[config.mk]
export PLATFORM = sky130hd
export DESIGN_NAME = if_id_skid_stage
export DESIGN_NICKNAME = d
export VERILOG_FILES = /design/src/rtl/if_id_skid_stage_pkg.sv /design/src/rtl/if_id_skid_stage_pipe_fifo.sv /design/src/rtl/if_id_skid_stage.sv
export SDC_FILE = /design/constraint.sdc
export NUM_CORES = 1
export LEC_CHECK = 0
export BUFFER_PORTS_ARGS = -buffer_cell sky130_fd_sc_hd__buf_2
export CORE_ASPECT_RATIO = 0.7
export CORE_MARGIN = 2
export CORE_UTILIZATION = 25
export CTS_BUF_LIST = sky130_fd_sc_hd__clkbuf_4
export DETAILED_ROUTE_END_ITERATION = 10
export PLACE_DENSITY = 0.49
export SLEW_MARGIN = 20
export SYNTH_ARGS = -nofsm -noshare
export SYNTH_HDL_FRONTEND = slang
export SYNTH_SLANG_ARGS = --single-unit
[constraint.sdc]
create_clock -name clk_i -period 4.6 [get_ports clk_i]
set_input_delay 0.46 -clock clk_i [delete_from_list [all_inputs] [get_ports clk_i]]
set_output_delay 0.46 -clock clk_i [all_outputs]
set_load 0.02 [all_outputs]
[src/rtl/if_id_skid_stage_pkg.sv]
// Shared constants and helpers for the IF->ID elastic stage.
// Pointer width is clamped to one bit so that DEPTH=1 still elaborates.
package if_id_skid_stage_pkg;

   localparam int unsigned XLEN_DEF     = 32;
   localparam int unsigned DEPTH_DEF    = 2;
   localparam logic [31:0] NOP_INST_DEF = 32'h0000_0013;

   function automatic int unsigned ptr_width(input int unsigned depth);
      return (depth > 1) ? $clog2(depth) : 1;
   endfunction

   function automatic logic pc_misaligned(input logic [1:0] pc_lsb);
      return pc_lsb != 2'b00;
   endfunction

endpackage

[src/rtl/if_id_skid_stage_pipe_fifo.sv]
// Generic DEPTH x W circular buffer with synchronous reset, flush and push/pop.
// Flush and reset clear only the pointers and count; storage is left as is.
module if_id_skid_stage_pipe_fifo
   import if_id_skid_stage_pkg::*;
#(
   parameter int unsigned W     = 65,
   parameter int unsigned DEPTH = DEPTH_DEF
) (
   input  logic         clk_i,
   input  logic         rst_i,
   input  logic         flush_i,
   input  logic         push_i,
   input  logic         pop_i,
   input  logic [W-1:0] wdata_i,
   output logic [W-1:0] rdata_o,
   output logic         full_o,
   output logic         empty_o
);

   localparam int unsigned PTR_W = ptr_width(DEPTH);
   localparam int unsigned CNT_W = $clog2(DEPTH) + 1;

   logic [W-1:0]     mem_q [DEPTH];
   logic [PTR_W-1:0] wr_ptr_q, wr_ptr_d;
   logic [PTR_W-1:0] rd_ptr_q, rd_ptr_d;
   logic [CNT_W-1:0] count_q, count_d;
   logic             do_push;
   logic             do_pop;

   // With one entry the pointer never moves; otherwise power-of-two wrap is free.
   function automatic logic [PTR_W-1:0] ptr_inc(input logic [PTR_W-1:0] p);
      if (DEPTH == 1) return '0;
      return p + PTR_W'(1);
   endfunction

   assign full_o  = (count_q == CNT_W'(DEPTH));
   assign empty_o = (count_q == '0);
   assign do_push = push_i & ~full_o & ~flush_i;
   assign do_pop  = pop_i & ~empty_o & ~flush_i;
   assign rdata_o = mem_q[rd_ptr_q];

   always_comb begin
      wr_ptr_d = wr_ptr_q;
      rd_ptr_d = rd_ptr_q;
      count_d  = count_q;
      if (flush_i) begin
         wr_ptr_d = '0;
         rd_ptr_d = '0;
         count_d  = '0;
      end else begin
         if (do_push) wr_ptr_d = ptr_inc(wr_ptr_q);
         if (do_pop)  rd_ptr_d = ptr_inc(rd_ptr_q);
         case ({do_push, do_pop})
            2'b10:   count_d = count_q + CNT_W'(1);
            2'b01:   count_d = count_q - CNT_W'(1);
            default: count_d = count_q;
         endcase
      end
   end

   always_ff @(posedge clk_i) begin
      if (rst_i) begin
         wr_ptr_q <= '0;
         rd_ptr_q <= '0;
         count_q  <= '0;
      end else begin
         wr_ptr_q <= wr_ptr_d;
         rd_ptr_q <= rd_ptr_d;
         count_q  <= count_d;
      end
   end

   always_ff @(posedge clk_i) begin
      if (do_push) mem_q[wr_ptr_q] <= wdata_i;
   end

endmodule

[src/rtl/if_id_skid_stage.sv]
// IF->ID pipeline stage built on a DEPTH-entry elastic buffer.
// Handshake gating, misalign tagging and NOP bubble insertion live here.
module if_id_skid_stage
   import if_id_skid_stage_pkg::*;
#(
   parameter int unsigned     XLEN     = XLEN_DEF,
   parameter int unsigned     DEPTH    = DEPTH_DEF,
   parameter logic [XLEN-1:0] NOP_INST = XLEN'(NOP_INST_DEF)
) (
   input  logic            clk_i,
   input  logic            rst_i,
   input  logic [XLEN-1:0] pc_i,
   input  logic [XLEN-1:0] inst_i,
   input  logic            valid_i,
   output logic            ready_o,
   input  logic            flush_i,
   output logic [XLEN-1:0] pc_o,
   output logic [XLEN-1:0] inst_o,
   output logic            misalign_o,
   output logic            valid_o,
   input  logic            ready_i
);

   localparam int unsigned W = 2 * XLEN + 1;

   logic            full;
   logic            empty;
   logic            push;
   logic            pop;
   logic [W-1:0]    wdata;
   logic [W-1:0]    rdata;
   logic [XLEN-1:0] head_pc;
   logic [XLEN-1:0] head_inst;
   logic            head_mis;

   // Both handshake outputs come straight from registered occupancy.
   assign ready_o = ~full;
   assign valid_o = ~empty;
   assign push    = valid_i & ready_o & ~flush_i;
   assign pop     = valid_o & ready_i & ~flush_i;
   assign wdata   = {pc_misaligned(pc_i[1:0]), pc_i, inst_i};

   assign {head_mis, head_pc, head_inst} = rdata;

   if_id_skid_stage_pipe_fifo #(
      .W     (W),
      .DEPTH (DEPTH)
   ) u_fifo (
      .clk_i   (clk_i),
      .rst_i   (rst_i),
      .flush_i (flush_i),
      .push_i  (push),
      .pop_i   (pop),
      .wdata_i (wdata),
      .rdata_o (rdata),
      .full_o  (full),
      .empty_o (empty)
   );

   always_comb begin
      pc_o       = '0;
      inst_o     = NOP_INST;
      misalign_o = 1'b0;
      if (valid_o) begin
         pc_o       = head_pc;
         inst_o     = head_inst;
         misalign_o = head_mis;
      end
   end

endmodule

==> Word level (Yosys, flattened, before mapping) <==
Memory sizes are Yosys's and may differ from the RTL's. A register that Yosys moved wholly into a read port is not among the register bits.
Cells that the tools add are included.
W data, S select, Z words.
{ "word_totals": {"ram_bits": 130, "register_bits": 4, "n_memories": 1, "output_inout_bits": 67, "word_cells": 34} }
{ "op_classes": {"bitwise_logic": 11, "muxes": 8, "n_reduce_logical": 4, "addsub": 4, "n_eq_ne": 3} }
{ "mem_list": {"columns": ["memory", "depth", "width", "read_ports", "rd_ports_with_merged_regs", "wr", "line_no", "rtl"], "rows": [
  ["u_fifo.mem_q", 2, 65, 1, 1, 1, "if_id_skid_stage_pipe_fifo.sv:23", "logic [W-1:0] mem_q [DEPTH];"]
]} }
{ "ops": {"columns": ["op", "n"], "rows": [
  ["$mux W32", 2],
  ["$and A1 B1 Y1", 8],
  ["$mux W1", 5],
  ["$eq A2 B2 Y1 const B", 2],
  ["$pmux W2 S2", 1],
  ["$reduce_bool A2 Y1", 2],
  ["$not A1 Y1", 3],
  ["$add A1 B1 Y1 const B", 2],
  ["$add A2 B1 Y2 const B", 1],
  ["$eq A2 B1 Y1 const B", 1],
  ["$logic_not A2 Y1", 1],
  ["$reduce_or A2 Y1", 1],
  ["$sub A2 B1 Y2 const B", 1]
]} }

==> Logic depth before layout (Yosys ltp) <==
{ "depth": {"word_depth": 8, "mapped_depth": 6, "depth_no_buf": 6} }

==> Cells and area by module <==
From an unflattened synthesis, not the netlist that was laid out.
{ "unflattened": {"cells_unflattened": 307, "area_unflattened_um2": 5406.4} }
{ "modules_own_cells": {"columns": ["module", "cells_each", "instances", "area_each_um2"], "rows": [
  ["if_id_skid_stage_pipe_fifo", 230, 1, 4914.7],
  ["if_id_skid_stage", 77, 1, 491.7]
]} }

==> Worst setup path after synthesis <==
No wires, ideal clock.
{ "synth_path": {"path_type": "register -> register", "from": "register u_fifo.count_q[0]", "to": "memory u_fifo.mem_q[0][0] (enable)", "n_path_buf": 0, "setup_time_ns": 0.489, "path_stages_with_launch": 4, "arrival_ns": 3.569, "synth_period_minus_slack_ns": 4.058, "path_slack_ns": 0.542, "cell_sequence": "dfxtp_1 -> nand2b_1 -> nand3b_1 -> nor2_1"} }
{ "synth_between": {"elab_chain_cells": 8} }
{ "synth_lines": {"columns": ["element", "line_no", "rtl"], "rows": [
  ["start, declared", "if_id_skid_stage_pipe_fifo.sv:26", "logic [CNT_W-1:0] count_q, count_d;"],
  ["start signal, assigned", "if_id_skid_stage_pipe_fifo.sv:69", "count_q <= count_d;"],
  ["$eq A2 B2 Y1 *", "if_id_skid_stage_pipe_fifo.sv:36", "assign full_o = (count_q == CNT_W'(DEPTH));"],
  ["$not A1 Y1 *", "if_id_skid_stage.sv:37", "assign ready_o = ~full;"],
  ["named net ready_o", "if_id_skid_stage.sv:15", "output logic ready_o,"],
  ["$and A1 B1 Y1 (2 in series)", "if_id_skid_stage.sv:39", "assign push = valid_i & ready_o & ~flush_i;"],
  ["$and A1 B1 Y1 * (2 in series)", "if_id_skid_stage_pipe_fifo.sv:38", "assign do_push = push_i & ~full_o & ~flush_i;"],
  ["$mux W1 *", "if_id_skid_stage_pipe_fifo.sv:74", "if (do_push) mem_q[wr_ptr_q] <= wdata_i;"],
  ["$mux W1 (not written as such) *", "if_id_skid_stage_pipe_fifo.sv:74", null],
  ["end, declared", "if_id_skid_stage_pipe_fifo.sv:23", null]
]} }
The timed path passes the listed nets; every way through them passes the cells marked *.

==> results.cfg <==
[run_status]
status = finished clean

[die]
die_w_um = 175
core_area_um2 = 19900
initial_utilization_pct = 25.7
die_h_um = 124
die_area_um2 = 21600
ios = 136
fp-row-count = 43

[critical_path]
crit_path_end_kind = primary output
reg2reg_from = u_fifo.count_q[0]
rr_endpoint = u_fifo.mem_q[0][60]
r2r_slack_ns = 2.19
cp_data_arrival_time_ns = 2.51
criticalPathCategory = reg2out
worstPathMaxFanout = 46
reg2regPathDepth = 4
required_ns = 4.14
setup.worst_path.start_class = register

[synthesis]
yosysWarningCount = 0
synthCells = 302
synth_nets = 372
yosysTopAreaCell = edfxtp_1
synthesis.area_um2 = 5110
ys_seq_area_share_pct = 78.3
synth_area_leaders = edfxtp_1 (76%), mux2i_1 (13%), nor2_1 (5.1%)
synth_cell_types = 19
synth_top_area_share_pct = 76.3
ys_seq_elements = 135
avgSynthCellArea_um2 = 16.9

[placement]
dp.final_hpwl_mm = 7.07
io_buffer_count = 135
place_congestion = 0.724
placed_cells = 698

[finish]
nets = 517
area_delta_synth_final_pct = 25.7
multi_input_area_um2 = 1050
fillerInstances = 2004
register_area_um2 = 4010
final_util_pct = 32.3
drive_above_1_share_pct = 38.0
final_cells = 731

[clock_network]
insertion_delay_ns = 0.52
post_cts_resize_count = 0
clock_tree.root_cell = clkbuf_4
cts_max_path_buffers = 2
cts_tree = done
clock_sink_count = 135
numCtsBuffers = 17
htreeDepth = 4
ctsHoldBuffers = 0
cts.clk_slew.worst_paths_ns = 0.12
post_cts_buffers = 0

[timing]
period_needed_ns = 2.97
fin_setup_tns_ns = 0
hold_viol_final = 0
setup_violations = 0
post-route-period-util_pct = 64.5
slew_viol_final = 0
relSlewSlack_pct = 31.7
fmax_mhz = 337
rsz0062_at_grt = false
tightest_slew_ns = 1.02
skew_ns = 0.0118

[power_and_ir_drop]
p_int_mw = 1.82
swShare_pct = 22.9
p_leak_nw = 2.31
p_comb_share_pct = 6.2
cellPowerDensity_nw_per_um2 = 366
netSwitchingPower_mw = 0.539
clockPowerShare_pct = 34.5
p_seq_share_pct = 59.3
vdd_drop_max_uv = 158

[drt]
dr.pass1.iters = 6
vias = 2910
wl_per_cell_um = 15.0
vias_per_cell = 3.98
wirelength_mm = 11.0
first_iter_violations = 190
drcViolationCount = 0
drtAntennaViolNets = 0

[grt]
grt_pass1_vias = 3053
grtUsageTotal_pct = 10.4
grt_pass1_wl_mm = 16.6
gr-total-overflow = 0
antenna_found_initial = 3
grt_max_degree = 47

[min_path]
hold_depth = 1
hold_class = in2reg
min_from = inst_i[15]
worst_hold_path.endpoint = u_fifo.mem_q[1][15]

[job]
cap_violations = 0
worst max-delay path: stages (launching register included):
cell	delay, ns
dfxtp_4	0.93
buf_4	0.48
mux2i_1	0.33
nand2_1	0.08
buf_2	0.16
kinds of logic (layout without fill, tap and decap cells):
logic type	after synthesis	in the layout	synth area share [%]
flip-flops	135	135	78.3
AND/OR/NAND/NOR	78	78	6.02
multiplexers	65	65	12.7
buffers and inverters	15	173	1.66
AO/OA/AOI/OAI	5	5	0.538
XOR/XNOR	3	3	0.514
adder cells (fa/ha/maj)	1	1	0.245
other	0	1	0
power by group through the flow:
| stage | Combinational, mW | Sequential (mW) | Clock [mW] |
|---|---|---|---|
| after detailed placement | 0.150 | 1.42 | 0 |
| after global routing | 0.162 | 1.40 | 0.899 |
| after global placement | 0.147 | 1.42 | 0 |
| after CTS | 0.150 | 1.40 | 0.852 |
| final | 0.146 | 1.40 | 0.814 |
| after floorplan | 0.0760 | 1.42 | 0 |
through the flow:
stage | setup WS, ns | cell area, um^2 | power, mW | hold slack [ns]
floorplan | 0.542 | 5110 | 1.50 | 0.472
global placement | 2.13 | 6130 | 1.57 | 0.489
detailed placement | 2.10 | 6130 | 1.57 | 0.492
CTS | 1.51 | 6420 | 2.40 | 0.0475
global route | 1.41 | 6420 | 2.46 | 0.0407
finish | 1.63 | 6430 | 2.36 | 0.121
cell usage in the layout (no fill, tap or decap), drive strengths merged:
cell      count
nand2b        1
nor2         69
xor2          2
edfxtp      130
nand3b        1
a21o          1
diode         1
nand2         3
clkinv        9
dfxtp         5
xnor2         1
o21ai         2
or3           1
clkbuf       18
mux2i        65
bufinv        3
inv           2
a21oi         2
clkinvlp      2
or2           2
buf         139
ha            1
nand3         1
sequential cells by signal, indices dropped and copies added, names as in the netlist, named ones only:
name and count:
u_fifo.mem_q 130, u_fifo.count_q 2, u_fifo.rd_ptr_q 1, u_fifo.wr_ptr_q 1
how the worst max path moves through the flow:
stage	start	to	slack, ns	cells after the start
after floorplan	u_fifo.count_q[0]	u_fifo.mem_q[0][0]	0.54	3
after global placement	u_fifo.count_q[0]	u_fifo.mem_q[1][59]	2.13	4
after detailed placement	u_fifo.count_q[0]	u_fifo.mem_q[0][59]	2.10	4
after CTS	register	inst_o[4]	1.51	4
after global routing	register	inst_o[4]	1.41	4
final	register	inst_o[4]	1.63	4
per-layer routing:
layer	track usage (%)	part of all wire [%]
met5	0	0.12
met4	3.44	1.1
met3	4.43	7.0
met2	16.8	47
met1	12.7	45
cell usage after synthesis:
master,count
nand2_1,3
o21ai_0,2
a21o_1,1
buf_4,5
a21oi_1,2
or3_1,1
or2_2,2
edfxtp_1,130
inv_1,2
ha_1,1
nor2_1,69
nand3_1,1
dfxtp_1,5
xor2_1,2
xnor2_1,1
mux2i_1,65
nand2b_1,1
nand3b_1,1
buf_2,8
layout make-up:
class	count	share of cell area, %
clock buffer	18	2.10
sequential	135	62.4
clock inverter	14	2.47
inverter	2	0.117
timing repair buffer	139	11.4
multi-input combinational	152	16.3
tap	270	5.26
antenna	1	0.0389
No activity file was read; power rests on OpenSTA's default activity.
